### config.mk
export PLATFORM = sky130hd
export DESIGN_NAME = clk_div_ctrl
export DESIGN_NICKNAME = d
export VERILOG_FILES = /design/src/rtl/clk_div_ctrl.sv
export SDC_FILE = /design/constraint.sdc
export NUM_CORES = 1
export LEC_CHECK = 0
export CORE_UTILIZATION = 30
export CTS_CLUSTER_DIAMETER = 30
export DETAILED_ROUTE_END_ITERATION = 16
export SETUP_SLACK_MARGIN = 0.5
export SYNTH_ARGS = -nofsm -noshare
export SYNTH_HDL_FRONTEND = slang
export SYNTH_SLANG_ARGS = --single-unit
export TNS_END_PERCENT = 30
### constraint.sdc
create_clock -name clk -period 4.3 [get_ports clk]
set_clock_uncertainty 0.1 [all_clocks]
set_input_delay 0.645 -clock clk [delete_from_list [all_inputs] [get_ports clk]]
set_output_delay 0.645 -clock clk [all_outputs]
set_load 0.01 [all_outputs]
### src/rtl/clk_div_ctrl.sv
`default_nettype none
// ============================================================================
// Module   : clk_div_ctrl
// Brief    : Runtime-programmable 50%-duty clock divider with per-period tick
//            and glitch-free ratio change through a valid/ready handshake.
//            Optional macro CLK_DIV_CTRL_GATE_EN adds a gate_en input.
// Revision : 1.0
// ============================================================================
module clk_div_ctrl #(
    parameter int WIDTH   = 4,
    parameter int N_RESET = 5
) (
    input  logic             clk,
    input  logic             reset,
`ifdef CLK_DIV_CTRL_GATE_EN
    input  logic             gate_en,
`endif
    input  logic             req_valid,
    input  logic [WIDTH-1:0] req_div,
    output logic             req_ready,
    output logic             req_err,
    output logic [WIDTH-1:0] cur_div,
    output logic             clk_out,
    output logic             tick
);

    localparam logic [WIDTH-1:0] c_n_reset = WIDTH'(N_RESET);
    localparam logic [WIDTH-1:0] c_one     = WIDTH'(1);
    localparam logic [WIDTH-1:0] c_two     = WIDTH'(2);

    logic [WIDTH-1:0] count_q, count_d;
    logic [WIDTH-1:0] cur_div_q, cur_div_d;
    logic [WIDTH-1:0] pend_div_q, pend_div_d;
    logic             pend_q, pend_d;
    logic             hi_p_q, hi_p_d;
    logic             hi_n_q;
    logic             tick_q, tick_d;
    logic             req_err_q, req_err_d;

    logic             w_run;
    logic             w_boundary;
    logic             w_apply;
    logic             w_frozen;
    logic [WIDTH-1:0] w_div_eff;
    logic [WIDTH-1:0] w_half;

`ifdef CLK_DIV_CTRL_GATE_EN
    assign w_run = gate_en;
`else
    assign w_run = 1'b1;
`endif

    always_comb begin
        w_boundary = (count_q == (cur_div_q - c_one));
        w_apply    = w_boundary & pend_q;
        w_frozen   = w_boundary & ~w_run;
        w_div_eff  = w_apply ? pend_div_q : cur_div_q;
        w_half     = w_div_eff >> 1;

        count_d    = w_boundary ? '0 : (count_q + c_one);
        hi_p_d     = (count_d < w_half);
        tick_d     = (count_d == '0);
        // A gated divider parks on the boundary so re-enable starts a full period.
        if (w_frozen) begin
            count_d = w_div_eff - c_one;
            hi_p_d  = 1'b0;
            tick_d  = 1'b0;
        end

        cur_div_d  = cur_div_q;
        pend_d     = pend_q;
        pend_div_d = pend_div_q;
        req_err_d  = 1'b0;
        if (w_apply) begin
            cur_div_d = pend_div_q;
            pend_d    = 1'b0;
        end
        // Acceptance only happens with pend_q low, so it never collides with apply.
        if (req_valid && !pend_q) begin
            if (req_div >= c_two) begin
                pend_d     = 1'b1;
                pend_div_d = req_div;
            end else begin
                req_err_d  = 1'b1;
            end
        end
    end

    always_ff @(posedge clk) begin
        if (reset) begin
            count_q    <= c_n_reset - c_one;
            cur_div_q  <= c_n_reset;
            pend_div_q <= '0;
            pend_q     <= 1'b0;
            hi_p_q     <= 1'b0;
            tick_q     <= 1'b0;
            req_err_q  <= 1'b0;
        end else begin
            count_q    <= count_d;
            cur_div_q  <= cur_div_d;
            pend_div_q <= pend_div_d;
            pend_q     <= pend_d;
            hi_p_q     <= hi_p_d;
            tick_q     <= tick_d;
            req_err_q  <= req_err_d;
        end
    end

    // Half-cycle extension of the high phase, used only for odd ratios.
    always_ff @(negedge clk) begin
        if (reset) begin
            hi_n_q <= 1'b0;
        end else begin
            hi_n_q <= hi_p_q;
        end
    end

    assign clk_out   = hi_p_q | (cur_div_q[0] & hi_n_q);
    assign tick      = tick_q;
    assign cur_div   = cur_div_q;
    assign req_ready = ~pend_q;
    assign req_err   = req_err_q;

endmodule
`default_nettype wire

# Word level (Yosys, flattened, before mapping)
# Index checks and enable logic that the tools add are counted.
[totals]
regBits = 17
out_inout_bits = 8
input_bits = 7
[op_classes]
muxes = 6
n_reduce_logical = 5
n_bitwise = 5
addsub = 2
magnitude_cmp = 2
eq_ne = 1
[op_table]
columns = ["op", "n"]
rows = [
  ["$mux W4", 2],
  ["$add A4 B1 Y4 const B", 1],
  ["$eq A4 B4 Y1", 1],
  ["$ge A4 B2 Y1 const B", 1],
  ["$logic_not A4 Y1", 1],
  ["$lt A4 B3 Y1", 1],
  ["$mux W1", 4],
  ["$sub A4 B1 Y4 const B", 1],
  ["$and A1 B1 Y1", 2],
  ["$not A1 Y1", 2],
  ["$reduce_and A2 Y1", 1],
  ["$reduce_or A2 Y1", 1],
  ["$logic_and A1 B1 Y1", 1],
  ["$logic_not A1 Y1", 1],
  ["$or A1 B1 Y1", 1],
]

# Logic depth before layout (Yosys ltp)
[logic_depth]
word_depth = 6
ltp_mapped = 11

==> results.py <==
metrics = {
    "die": {
        "dieArea_um2": 2880,
        "die_y_um": 53.6,
        "die_w_um": 53.6,
        "io_pins": 15,
        "start_util_pct": 32.0,
        "num_rows": 18,
        "core_um2": 2500,
    },
    "drt": {
        "postRouteAntennaNets": 0,
        "drtPass1Iterations": 3,
        "via_per_inst": 4.77,
        "totalWireLength_mm": 1.45,
        "drc": 0,
        "drtIter0Drc": 2,
        "vias": 625,
        "wl_per_cell_um": 11.1,
    },
    "yosys": {
        "ys_ff_latch": 17,
        "synth_warnings": 0,
        "synth.cell_area_um2": 800,
        "synthCells": 85,
        "avgSynthCellArea_um2": 9.41,
        "synthTopCellsByArea": "dfxtp_1, ha_1, mux2i_1, nor2_1, xnor2_1",
        "yosys.area.top_type": "dfxtp_1",
        "yosysSeqAreaShare_pct": 42.6,
        "synth_top_cell_area_share_pct": 42.6,
        "syn-num-nets": 96,
        "synth_cell_types": 30,
    },
    "sta": {
        "final-max-slew-violation-count": 0,
        "fin_hold_ws_ns": 0.374,
        "setup_viol": 0,
        "slew_headroom_pct": 78.1,
        "tns_ns": 0,
        "worst_pin_slew_ns": 0.329,
        "hold_viol_final": 0,
        "rsz0062_at_grt": "true",
    },
    "global_route": {
        "grt_max_degree": 18,
        "grt_pass1_vias": 595,
        "antenna_found_initial": 0,
        "grt_usage_pct": 12.1,
        "grt_pass1_wl_mm": 2.46,
        "grt_overflow": 0,
    },
    "placed_design": {
        "hpwl_mm": 1.07,
        "gp_congestion": 0.721,
        "port_buffers": 14,
    },
    "worst_setup_path": {
        "r2r_start": "hi_p_q",
        "arrival_ns": 3.06,
        "required_ns": 3.56,
        "crit_start": "hi_n_q",
        "setup.worst_path.start_class": "flip-flop",
        "worstPathMaxFanout": 1,
        "timing_worst_setup_path_type": "flip-flop to output pin",
        "reg2regPathDepth": 1,
        "worstReg2RegEnd": "hi_n_q",
        "reg2reg_slack_ns": 1.56,
        "end_kind": "output pin",
    },
    "worst_hold_path": {
        "whs_path_depth": 2,
        "worstHoldEndpoint": "pend_div_q[2]",
        "min_path_type": "flip-flop to flip-flop",
        "hp-start": "pend_div_q[2]",
    },
    "finish": {
        "fill_cells": 257,
        "fin_util_pct": 39.5,
        "multi_input_area_um2": 418,
        "fin_nets": 113,
        "drive_gt1_share_pct": 9.90,
        "syn_to_final_growth_pct": 23.5,
        "antennaDiodeCount": 0,
        "register_area_um2": 340,
    },
    "cts": {
        "cts_tree": "yes",
        "clock-sinks": 17,
        "path_clk_slew_ns": 0.10,
        "cts_buffers": 3,
        "clock_latency_ns": 0.30,
        "cts_htree_levels": 1,
        "cts_max_path_buffers": 2,
        "root_buffer": "clkbuf_4",
    },
    "outcome": {
        "outcome": "finished, final reports clean",
    },
    "flow_run": {
        "drv_cap": 0,
    },
    "pwr": {
        "leakagePower_nw": 0.435,
        "power_density_nw_per_um2": 723,
        "ir_drop_mv": 0.323,
        "power_uw": 713,
    },
}
## layout by cell type (no fill, tap or decap), types with 2 or more instances in the layout
| cell type | count |
|---|---|
| dfxtp_1 | 17 |
| clkdlybuf4s50_1 | 13 |
| nor2_1 | 10 |
| inv_1 | 7 |
| nor3_1 | 5 |
| nand2_1 | 5 |
| xnor2_1 | 4 |
| mux2i_1 | 4 |
| a21oi_1 | 4 |
| ha_1 | 4 |
| clkbuf_4 | 3 |
| nor2b_1 | 2 |
| xor2_1 | 2 |
| nand3_1 | 2 |
| a22oi_1 | 2 |
## where the power goes
group	total [mW]	leakage (nW)	internal, mW	switching (mW)
combinational	0.392	0.271	0.190	0.202
sequential	0.234	0.140	0.196	0.0371
clock	0.0883	0.0245	0.0350	0.0534
total	0.713	0.435	0.421	0.292
## timing repair
action,CTS,global route
gates resized for setup,4,0
pin swaps,1,0
setup endpoints to repair,1,1
hold buffers,0,0
setup buffers,0,0
## sequential cells by signal, indices dropped and copies added, names as in the netlist
register,flops
req_err,1
tick,1
hi_p_q,1
pend_q,1
count_q,4
cur_div,4
pend_div_q,4
hi_n_q,1
## worst max-delay path, cell delays in order (launching register included)
cell and delay (ns):
dfxtp_1 0.29, a21o_1 0.14, buf_2 0.13
## cell families (layout without fill, tap and decap cells)
group / count (synthesis) / count (layout) / share of synthesized area (%)
simple gates: 32 / 32 / 20.3
flops: 17 / 17 / 42.6
compound gates: 12 / 12 / 11.1
buf+inv: 9 / 25 / 5.16
xor+xnor: 7 / 7 / 9.55
fa+ha+maj: 4 / 4 / 6.26
mux: 4 / 4 / 5.01
## area by class of cell
| class | instances | area share, % |
|---|---|---|
| multi-input cells | 59 | 42.3 |
| flip-flops and latches | 17 | 34.5 |
| repair buffers | 15 | 14.4 |
| well taps | 30 | 3.80 |
| clock buffers | 3 | 2.28 |
| inverters | 5 | 1.90 |
| clock inverters | 2 | 0.760 |
## routing by layer
layer | up-vias | GRT usage [%] | routed length [um] | share of wire [%]
li1 | 317 | - | - | -
met1 | 290 | 14.7 | 732 | 51
met2 | 14 | 19.2 | 619 | 43
met3 | 4 | 2.54 | 62 | 4.3
met4 | 0 | 7.89 | 34 | 2.3
met5 | - | 0 | 0 | 0
## how the worst max path moves through the flow
stage	end	slack (ns)	depth (start not counted)
3_3_place_gp	clk_out	0.50	2
6_report	clk_out	0.49	2
5_1_grt	clk_out	0.44	2
3_5_place_dp	clk_out	0.48	2
4_1_cts	clk_out	0.47	2
2_1_floorplan	clk_out	0.94	1
## through the flow
stage | cell area (um2) | cells | setup slack, ns
after floorplan | 800 | 85 | 0.937
after global placement | 966 | 127 | 0.503
after detailed placement | 966 | 127 | 0.482
after CTS | 987 | 131 | 0.475
after global routing | 987 | 131 | 0.444
final | 987 | 131 | 0.491
## Yosys cell counts
| cell type | number |
|---|---|
| a21o_1 | 1 |
| a21o_2 | 1 |
| a21oi_1 | 4 |
| a22oi_1 | 2 |
| a41oi_1 | 1 |
| and2_1 | 1 |
| buf_6 | 1 |
| clkbuf_1 | 2 |
| dfxtp_1 | 17 |
| ha_1 | 4 |
| inv_1 | 6 |
| mux2i_1 | 4 |
| nand2_1 | 5 |
| nand2b_1 | 1 |
| nand3_1 | 2 |
| nand3_2 | 1 |
| nor2_1 | 10 |
| nor2_2 | 1 |
| nor2b_1 | 2 |
| nor3_1 | 5 |
| nor3_2 | 1 |
| nor3b_1 | 1 |
| o21a_1 | 1 |
| o221ai_2 | 1 |
| o22ai_1 | 1 |
| or2_1 | 1 |
| or3_1 | 1 |
| xnor2_1 | 4 |
| xor2_1 | 2 |
| xor3_1 | 1 |
No activity file was read; power rests on OpenSTA's default activity.
